$ cat src/rtl/lut_ram_writer.sv
// rtl/lut_ram_writer.sv - streaming writer that fills a LUT region through a registered RAM write port
// Optional XOR checksum of the loaded words: define LUT_WRITER_CHECKSUM_EN.
module lut_ram_writer #(
    parameter int data_width = 8,
    parameter int addr_width = 8
) (
    input  logic                  clk,
    input  logic                  rst_n,
    input  logic                  start,
    input  logic [addr_width-1:0] base_addr,
    input  logic [addr_width:0]   length,
    input  logic                  abort,
    input  logic [data_width-1:0] s_data,
    input  logic                  s_valid,
    output logic                  s_ready,
    output logic                  wr_en,
    output logic [addr_width-1:0] wr_addr,
    output logic [data_width-1:0] wr_data,
    output logic                  busy,
    output logic                  done,
    output logic                  aborted,
    output logic [addr_width:0]   words_wr
`ifdef LUT_WRITER_CHECKSUM_EN
    ,
    output logic [data_width-1:0] checksum
`endif
);

    typedef enum logic [1:0] {
        IDLE  = 2'd0,
        LOAD  = 2'd1,
        FLUSH = 2'd2
    } state_t;

    localparam logic [addr_width-1:0] addr_one = 1;
    localparam logic [addr_width:0]   cnt_one  = 1;

    state_t                  state;
    state_t                  state_next;
    logic [addr_width-1:0]   addr_cnt;
    logic [addr_width:0]     remaining;
    logic                    xfer;

    assign xfer = s_valid && s_ready;

    always_ff @(posedge clk) begin
        if (!rst_n) begin
            state <= IDLE;
        end else begin
            state <= state_next;
        end
    end

    always_comb begin
        state_next = state;
        case (state)
            IDLE: begin
                if (start && (length != '0)) begin
                    state_next = LOAD;
                end
            end
            LOAD: begin
                if (abort) begin
                    state_next = IDLE;
                end else if (xfer && (remaining == cnt_one)) begin
                    state_next = FLUSH;
                end
            end
            FLUSH:   state_next = IDLE;
            default: state_next = IDLE;
        endcase
    end

    always_comb begin
        s_ready = (state == LOAD);
        busy    = (state != IDLE);
    end

    // A word arriving together with abort is dropped, so abort takes priority over xfer.
    always_ff @(posedge clk) begin
        if (!rst_n) begin
            wr_en     <= 1'b0;
            wr_addr   <= '0;
            wr_data   <= '0;
            done      <= 1'b0;
            aborted   <= 1'b0;
            words_wr  <= '0;
            addr_cnt  <= '0;
            remaining <= '0;
`ifdef LUT_WRITER_CHECKSUM_EN
            checksum  <= '0;
`endif
        end else begin
            wr_en   <= 1'b0;
            done    <= 1'b0;
            aborted <= 1'b0;
            case (state)
                IDLE: begin
                    if (start) begin
                        words_wr  <= '0;
                        addr_cnt  <= base_addr;
                        remaining <= length;
`ifdef LUT_WRITER_CHECKSUM_EN
                        checksum  <= '0;
`endif
                        if (length == '0) begin
                            done <= 1'b1;
                        end
                    end
                end
                LOAD: begin
                    if (abort) begin
                        aborted <= 1'b1;
                    end else if (xfer) begin
                        wr_en     <= 1'b1;
                        wr_addr   <= addr_cnt;
                        wr_data   <= s_data;
                        addr_cnt  <= addr_cnt + addr_one;
                        remaining <= remaining - cnt_one;
                        words_wr  <= words_wr + cnt_one;
`ifdef LUT_WRITER_CHECKSUM_EN
                        checksum  <= checksum ^ s_data;
`endif
                    end
                end
                FLUSH: begin
                    done <= 1'b1;
                end
                default: begin
                end
            endcase
        end
    end

endmodule

$ cat config.mk
export PLATFORM = sky130hd
export DESIGN_NAME = lut_ram_writer
export DESIGN_NICKNAME = d
export VERILOG_FILES = /design/src/rtl/lut_ram_writer.sv
export SDC_FILE = /design/constraint.sdc
export NUM_CORES = 1
export LEC_CHECK = 0
export CORE_UTILIZATION = 50
export CTS_BUF_LIST = sky130_fd_sc_hd__clkbuf_8
export CTS_CLUSTER_SIZE = 12
export DETAILED_ROUTE_END_ITERATION = 8
export PLACE_DENSITY = 0.79
export SYNTH_ARGS = -nofsm -noshare
export SYNTH_HDL_FRONTEND = slang
export SYNTH_SLANG_ARGS = --single-unit
export TNS_END_PERCENT = 5
$ cat constraint.sdc
create_clock -name clk -period 1.8 [get_ports clk]
set_input_delay 0.18 -clock clk [delete_from_list [all_inputs] [get_ports clk]]
set_output_delay 0.18 -clock clk [all_outputs]
set_load 0.01 [all_outputs]
# ---- Word level (Yosys, flattened, before mapping)
# Cells that the tools add are included.
dict set report totals {
  regBits 47
  inputBits 30
  out_inout_bits 30
}
dict set report classes {
  add_sub_neg 3
  n_eq_ne 8
  muxes 21
  bitwise_logic 3
  reduce_logical 13
}
# op count
set ops {}
lappend ops {{9-bit two-way mux} 6}
lappend ops {{9-bit one-hot mux with 2 select lines} 2}
lappend ops {{8-bit two-way mux} 3}
lappend ops {{8-bit one-hot mux with 2 select lines} 1}
lappend ops {{9-bit by 1-bit adder with 9-bit output (second input constant)} 1}
lappend ops {{9-bit by 1-bit equality test with 1-bit output (second input constant)} 1}
lappend ops {{9-bit zero test} 1}
lappend ops {{9-bit nonzero test} 1}
lappend ops {{9-bit by 1-bit subtractor with 9-bit output (second input constant)} 1}
lappend ops {{8-bit by 1-bit adder with 8-bit output (second input constant)} 1}
lappend ops {{2-bit two-way mux} 3}
lappend ops {{2-bit inequality test (second input constant)} 3}
lappend ops {{1-bit two-way mux} 4}
lappend ops {{2-bit one-hot mux with 2 select lines} 1}
lappend ops {{2-bit AND reduction} 2}
lappend ops {{4-bit AND reduction} 1}
lappend ops {{2-bit nonzero test} 2}
lappend ops {{1-bit logical AND} 3}
lappend ops {{3-bit by 2-bit inequality test with 1-bit output (second input constant)} 1}
lappend ops {{1-bit NOT} 3}
lappend ops {{3-bit AND reduction} 1}
lappend ops {{3-bit OR reduction} 1}
lappend ops {{2-bit by 1-bit equality test with 1-bit output (second input constant)} 1}
lappend ops {{2-bit equality test (second input constant)} 1}
lappend ops {{other kinds (3)} 3}

# ---- Longest topological paths before layout
# Gate-level depths: netlist of run 1.
dict set report depth {
  depth_word 6
  ltp_mapped 7
  ltp_nobuf 5
}

# ---- Worst setup path before layout of run 1
# No wires, ideal clock.
dict set report synth_timing {
  path_kind {reg2reg}
  start {register state[0]}
  end {register words_wr[5]}
  setup_ns 0.071
  t_arrival_ns 1.428
  required_ns 1.729
  slack_ns 0.300
  path_stages_with_launch 6
  cell_sequence {dfxtp_1 -> nand2b_1 -> a21o_1 -> buf_6 -> or4_1 -> a21oi_1}
}
dict set report synth_via {
  elab_chain_len 4
  elab_cells_between_ends 9
}
# item line
set synth_rtl {}
lappend synth_rtl {{from (decl)} 38} ;# state_t state;
lappend synth_rtl {{from (signal assigned)} 50} ;# state <= state_next;
lappend synth_rtl {{2-bit by 1-bit equality test with 1-bit output} {75, 97}}
lappend synth_rtl {{1-bit logical AND} 44} ;# assign xfer = s_valid && s_ready;
lappend synth_rtl {{2-bit by 1-bit inequality test with 1-bit output (no line)} -}
lappend synth_rtl {{4-bit AND reduction (no line)} -}
lappend synth_rtl {{to (signal assigned)} 120} ;# words_wr <= words_wr + cnt_one;
lappend synth_rtl {{to (decl)} 22} ;# output logic [addr_width:0] words_wr
# Parallel ways exist; a longest one is shown, timed or not.
# A chain may end at the register's enable or synchronous reset.

# ---- Final worst setup path of run 1
dict set report layout_timing {
  start {register state[1]}
  end {register wr_addr[0]}
}
dict set report layout_via {
  elab_chain_len 3
}
# item line
set layout_rtl {}
lappend layout_rtl {{2-bit by 1-bit equality test with 1-bit output (*)} {75, 97}}
lappend layout_rtl {{1-bit logical AND} 44}
lappend layout_rtl {{3-bit AND reduction (no line) (*)} -}
lappend layout_rtl {{to (signal assigned)} 116} ;# wr_addr <= addr_cnt;
lappend layout_rtl {{to (decl)} 17} ;# output logic [addr_width-1:0] wr_addr,
# Mark *: on every way between the ends. The rest lies on a longest branch, timed or not.

==> qor.yml, run 1 <==
status:
  status: "finished clean"
timing:
  finalSetupViolCount: 0
  final.setup_skew_ns: 0.00478
  final.setup.worst_slack_ns: 0.201
  drv_slew: 0
  rsz0062_at_grt: "no"
  slew_headroom: 0.708
  finalHoldViolations: 0
  finalCritPeriodShare: 0.888
  tightest_slew_ns: 0.435
  post-route-min-period_ns: 1.60
  clock.fmax_ghz: 0.625
pwr:
  switchingPower_uw: 603
  p_total_uw: 2230
  combPwrFrac: 0.184
  power_density_nw_per_um2: 730
  clockPowerShare: 0.310
  intPower_uw: 1630
  p_sw_frac: 0.270
  ir_worst_vdd_mv: 0.474
  seq_power_share: 0.506
  p_leak_uw: 0.00110
detailed_routing:
  antenna_left: 0
  via_per_inst: 5.76
  drt-wirelength-per-cell_microns: 14.4
  num_vias: 2327
  drtIter0Drc: 158
  drt-pass1-iter-count: 4
  totalWireLength_microns: 5820
  drc: 0
worst_setup_path:
  critPathLaunchType: "flip-flop"
  crit_fanout: 31
  cpLargestDelayFamily: "simple AND/OR/NAND/NOR gates"
  cp_cell_sequence: "or2b_1 -> buf_4 -> buf_12 -> nor2_2 -> buf_12 -> nand2_1 -> a21oi_1"
  worst-r2r-setup-slack_ns: 0.20
  r2r-start: "state[1]$_SDFFE_PN0P_"
  crit_start: "state[1]$_SDFFE_PN0P_"
  crit_top_cell: "buf_12"
  path_buf_inv: 3
  cp.depth: 7
  max_stage_delay_ns: 0.37
  critPathSlowestCell: "dfxtp_2"
  crit_required_ns: 2.03
  cp.arrival_ns: 1.83
  r2r-end: "wr_addr[0]$_SDFFE_PN0P_"
  r2r_cells: 7
  timing.critical_path.to: "wr_addr[0]$_SDFFE_PN0P_"
  crit_type: "flip-flop to flip-flop"
  cp-end-kind: "flip-flop"
cells_and_area:
  design_area_sq_um: 3060
  antenna_cells: 0
  final_nets: 387
  multi_input_area_sq_um: 1160
  synthToLayoutAreaGrowth_pct: 38.5
  final_util: 0.743
  register_area_sq_um: 943
  final_layout_size_suffix_gt1_frac: 0.0904
  num-fill-cells: 343
logic_synthesis:
  ys_seq_area_frac: 0.426
  syn-num-nets: 318
  ys_async_sr_fraction: 0
  synth_ff_type: "dfxtp_1"
  avgSynthCellArea_sq_um: 7.78
  synth_top_cell_area_share: 0.426
  synth.most_common_cell: "nand2_1"
  synthTopCellsByCount: "nand2_1, dfxtp_1, a21oi_1"
  synth_seq_cells: 47
  netlist_area_sq_um: 2210
  ys_types: 38
  synth_top_cell_by_area: "dfxtp_1"
  synth.top_cells.by_area: "dfxtp_1, a21oi_1, nand2_1"
  synth_cells: 284
  ys_warn_count: 0
  synth_edf_count: 0
global_routing:
  grt_util_all_layers: 0.269
  grt_first_pass_wirelength_microns: 9380
  first_global_vias: 2093
  grt_overflow: 0
  grt_start_max_net_pins: 32
  antenna_found_initial: 0
clock_network:
  insertion_delay_ns: 0.30
  ctsRootBufferMaster: "clkbuf_8"
  path_clk_slew_ns: 0.09
  htree_num_levels: 2
  hold_buffers: 0
  cts_buffers: 5
  tritoncts: "yes"
  cts.sinks: 47
  clockBufferDepth: 2
worst_hold_path:
  holdCritPathClass: "input pin to flip-flop"
floorplanning:
  io_pins: 60
  dieArea_sq_um: 4690
  rows: 23
  die-width_microns: 68.5
  die-height_microns: 68.5
  core_area_sq_um: 4120
  start_util: 0.537
place:
  hpwl_microns: 4100
  gp_congestion: 0.838
  dpl_cell_area_sq_um: 2950
  dp_slack_ns: -0.00478
  port-buffer-count: 59
job:
  max_cap_violations: 0
## what timing repair did
action                                  CTS  global route
pin swaps                                 0             0
endpoints found under the setup margin    1             1
gates resized for setup                   2             1
setup buffers                             1             0
## logic make-up (layout without fill, tap and decap cells)
| kind of cell | after synthesis | in the layout | share of synthesized area |
|---|---|---|---|
| AND/OR/NAND/NOR | 120 | 120 | 0.253 |
| AO/OA/AOI/OAI | 86 | 86 | 0.238 |
| flip-flops | 47 | 47 | 0.426 |
| buffers and inverters | 24 | 94 | 0.0482 |
| adder cells (fa/ha/maj) | 4 | 4 | 0.0227 |
| XOR/XNOR | 3 | 3 | 0.0119 |
## cell usage in the layout, fill, tap and decap left out, drive strengths merged, types with 2 or more instances in the layout
master          n
a211oi          5
a21o            4
a21oi          42
a311oi          2
a41oi           2
buf            19
clkbuf          7
clkdlybuf4s50  58
dfxtp          47
ha              4
inv             9
nand2          54
nand2b          2
nand3          14
nand4           3
nor2           23
nor3            8
nor3b           2
nor4            5
o211ai          5
o21ai           9
o22ai           4
o31ai           6
or2b            2
or4             4
xnor2           3
## routing by layer
metal	wire length, microns	GRT usage	share of wire
met1	2580	0.361	0.44
met2	2780	0.411	0.48
met3	369	0.0600	0.063
met4	100	0.112	0.017
met5	0	0	0
## flip-flops by register name, summed over array words and instances, names as in the netlist
| signal | cells |
|---|---|
| wr_data | 8 |
| aborted | 1 |
| words_wr | 9 |
| done | 1 |
| wr_addr | 8 |
| state | 2 |
| remaining | 9 |
| addr_cnt | 8 |
| wr_en | 1 |
## cell type report
| cell class | count | share of cell area |
|---|---|---|
| Clock buffer | 7 | 0.0315 |
| Clock inverter | 1 | 0.00123 |
| Inverter | 8 | 0.00982 |
| Multi-Input combinational cell | 213 | 0.380 |
| Sequential cell | 47 | 0.309 |
| Tap cell | 50 | 0.0205 |
| Timing Repair Buffer | 78 | 0.249 |
## power by group through the flow
stage	Combinational, uW	Sequential [uW]	Clock [uW]
after floorplan	226	1150	0
after detailed placement	403	1150	0
final	410	1130	692
after CTS	410	1130	695
after global placement	396	1150	0
after global routing	456	1140	735
## tightest hold or removal path, cell delays in order
cell	delay, ns
clkdlybuf4s50_1	0.39
nand2_1	0.06
a21oi_1	0.05
## through the flow
stage / setup TNS [ns] / std cells / hold WS [ns]
finish: 0 / 404 / 0.424
detailed placement: -0.00478 / 395 / 0.446
CTS: 0 / 404 / 0.425
global placement: 0 / 395 / 0.442
floorplan: 0 / 284 / 0.256
global route: 0 / 404 / 0.446
## worst min path at each step
stage | startpoint | to | slack, ns | cells after the start
4_1_cts | s_data[1] | wr_data[1]$_SDFFE_PN0P_ | 0.43 | 3
3_5_place_dp | wr_addr[5]$_SDFFE_PN0P_ | wr_addr[5]$_SDFFE_PN0P_ | 0.45 | 2
2_1_floorplan | abort | state[1]$_SDFFE_PN0P_ | 0.26 | 1
5_1_grt | s_data[6] | wr_data[6]$_SDFFE_PN0P_ | 0.45 | 3
6_report | s_data[3] | wr_data[3]$_SDFFE_PN0P_ | 0.42 | 3
3_3_place_gp | wr_data[7]$_SDFFE_PN0P_ | wr_data[7]$_SDFFE_PN0P_ | 0.44 | 2
Power figures use the tool's default switching activity.
==> run 2: changes to the inputs <==
--- a/config.mk
+++ b/config.mk
@@ -10,6 +10,7 @@
 export CTS_CLUSTER_SIZE = 12
 export DETAILED_ROUTE_END_ITERATION = 8
 export PLACE_DENSITY = 0.79
+export SLEW_MARGIN = 20
 export SYNTH_ARGS = -nofsm -noshare
 export SYNTH_HDL_FRONTEND = slang
 export SYNTH_SLANG_ARGS = --single-unit
==> results of run 2 <==
No change in the layout: final DEF, timing and power equal those of run 1.
==> run 3: changes to the inputs <==
--- a/config.mk
+++ b/config.mk
@@ -5,11 +5,12 @@
 export SDC_FILE = /design/constraint.sdc
 export NUM_CORES = 1
 export LEC_CHECK = 0
-export CORE_UTILIZATION = 50
+export CORE_MARGIN = 2
+export CORE_UTILIZATION = 45
 export CTS_BUF_LIST = sky130_fd_sc_hd__clkbuf_8
 export CTS_CLUSTER_SIZE = 12
 export DETAILED_ROUTE_END_ITERATION = 8
-export PLACE_DENSITY = 0.79
+export PLACE_DENSITY = 0.72
 export SLEW_MARGIN = 20
 export SYNTH_ARGS = -nofsm -noshare
 export SYNTH_HDL_FRONTEND = slang
==> run 3 against run 2 <==
  * Die area grew 17%
  * Clock power grew 20%
  * Register-to-register slack gained 0.08 ns
  * Highest routed layer unchanged
  * Largest power group unchanged
  * Via count shrank 4.9%
==> qor.yml, run 3 (same netlist as run 1, synthesis figures left out) <==
worst_setup_path:
  critPathLaunchType: "flip-flop"
  crit_fanout: 8
  path_buf_inv: 2
  crit_type: "flip-flop to primary output"
  cp-end-kind: "primary output"
  cp.arrival_ns: 1.41
  max_stage_delay_ns: 0.52
  critPathSlowestCell: "clkdlybuf4s50_1"
  crit_required_ns: 1.62
  cpLargestDelayFamily: "buffers and inverters"
  cp_cell_sequence: "nor2_1 -> inv_1 -> clkdlybuf4s50_1"
clock_network:
  htree_num_levels: 2
  clockBufferDepth: 2
  insertion_delay_ns: 0.30
  cts_setup_buffers: 0
  cts_buffers: 5
  ctsRootBufferMaster: "clkbuf_8"
  cts.sinks: 47
  path_clk_slew_ns: 0.09
  tritoncts: "yes"
timing:
  clock.fmax_ghz: 0.630
  rsz0062_at_grt: "no"
  tightest_slew_ns: 0.463
  final.setup_skew_ns: 0.00885
  finalHoldViolations: 0
  post-route-min-period_ns: 1.59
  finalSetupViolCount: 0
  finalCritPeriodShare: 0.882
  slew_headroom: 0.689
  drv_slew: 0
global_routing:
  use_met2: 0.335
  grt.busiest_layer: "met2"
  grt_util_all_layers: 0.218
  grt_start_max_net_pins: 32
  first_global_vias: 1970
  grt_overflow: 0
  met1_usage: 0.311
  antenna_found_initial: 0
  grt_first_pass_wirelength_microns: 9420
  grt.met3_usage: 0.0379
floorplanning:
  start_util: 0.468
  die-width_microns: 74.1
  rows: 25
  die-height_microns: 74.1
  io_pins: 60
  core_area_sq_um: 4720
  dieArea_sq_um: 5480
detailed_routing:
  drtIter0Drc: 219
  via_per_inst: 5.28
  drt-pass1-iter-count: 4
  antenna_left: 0
  num_vias: 2213
  drc: 0
  totalWireLength_microns: 5520
  drt-wirelength-per-cell_microns: 13.2
status:
  status: "finished clean"
pwr:
  p_total_uw: 2360
  p_leak_uw: 0.00108
  power_density_nw_per_um2: 765
  ir_worst_vdd_mv: 0.428
cells_and_area:
  layout_common_cells: "clkdlybuf4s50_1, nand2_1, dfxtp_1"
  synthToLayoutAreaGrowth_pct: 39.5
  num-fill-cells: 440
  final_nets: 385
  layout_commonest_cell: "clkdlybuf4s50_1"
  register_area_sq_um: 943
  final_util: 0.652
  top_regs: "remaining: 9 flops, words_wr: 9 flops"
  multi_input_area_sq_um: 1160
  final_layout_size_suffix_gt1_frac: 0.0881
  fin_cells: 419
  antenna_cells: 0
job:
  max_cap_violations: 0
place:
  port-buffer-count: 59
  hpwl_microns: 3970
  gp_congestion: 0.817
  place_inst: 411
worst_hold_path:
  holdCritPathClass: "input pin to flip-flop"
==> run 3: timing repair <==
action / 4_1_cts / 5_1_grt
setup endpoints to repair: 1 / 0
endpoints found under the hold margin: 0 / 0
hold buffers: 0 / 0
gates resized for setup: 3 / 0
==> run 3: worst paths after layout <==
check | to | start | slack, ns | cells after the start
min reg2reg | wr_data[7]$_SDFFE_PN0P_ | wr_data[7]$_SDFFE_PN0P_ | 0.46 | 2
max reg2reg | words_wr[8]$_SDFFE_PN0P_ | state[0]$_SDFFE_PN0P_ | 0.28 | 4
min | wr_data[3]$_SDFFE_PN0P_ | s_data[3] | 0.41 | 3
max | busy | state[1]$_SDFFE_PN0P_ | 0.21 | 3
==> run 3: worst min-delay path: cells and delay by family <==
| family | cells | cell delay, ns |
|---|---|---|
| AND/OR/NAND/NOR | 1 | 0.05 |
| buffers and inverters | 1 | 0.39 |
| AO/OA/AOI/OAI | 1 | 0.05 |
==> run 3: where the power goes <==
part           internal, uW  switching [uW]
combinational           196             202
sequential             1080            47.1
clock                   457             371
total                  1740             620
==> run 3: per-stage QoR <==
step	hold WS [ns]	cell area [sq um]	TNS [ns]	worst slack [ns]
after floorplan	0.256	2210	0	0.300
after global placement	0.440	2960	0	0.0399
after detailed placement	0.445	2960	-0.00214	-0.00214
after CTS	0.406	3080	0	0.214
after global routing	0.421	3080	0	0.147
final	0.410	3080	0	0.212
==> run 3: metal layers <==
metal	vias up	routed length, microns
li1	1147	-
met2	47	2490
met5	-	0
met1	1012	2740
met3	7	214
met4	0	74
==> run 3: cell type report <==
cell class	instances	area share
Clock buffer	6	0.0268
Inverter	8	0.00974
Tap cell	67	0.0272
Clock inverter	2	0.0126
Multi-Input combinational cell	213	0.377
Sequential cell	47	0.306
Timing Repair Buffer	76	0.241
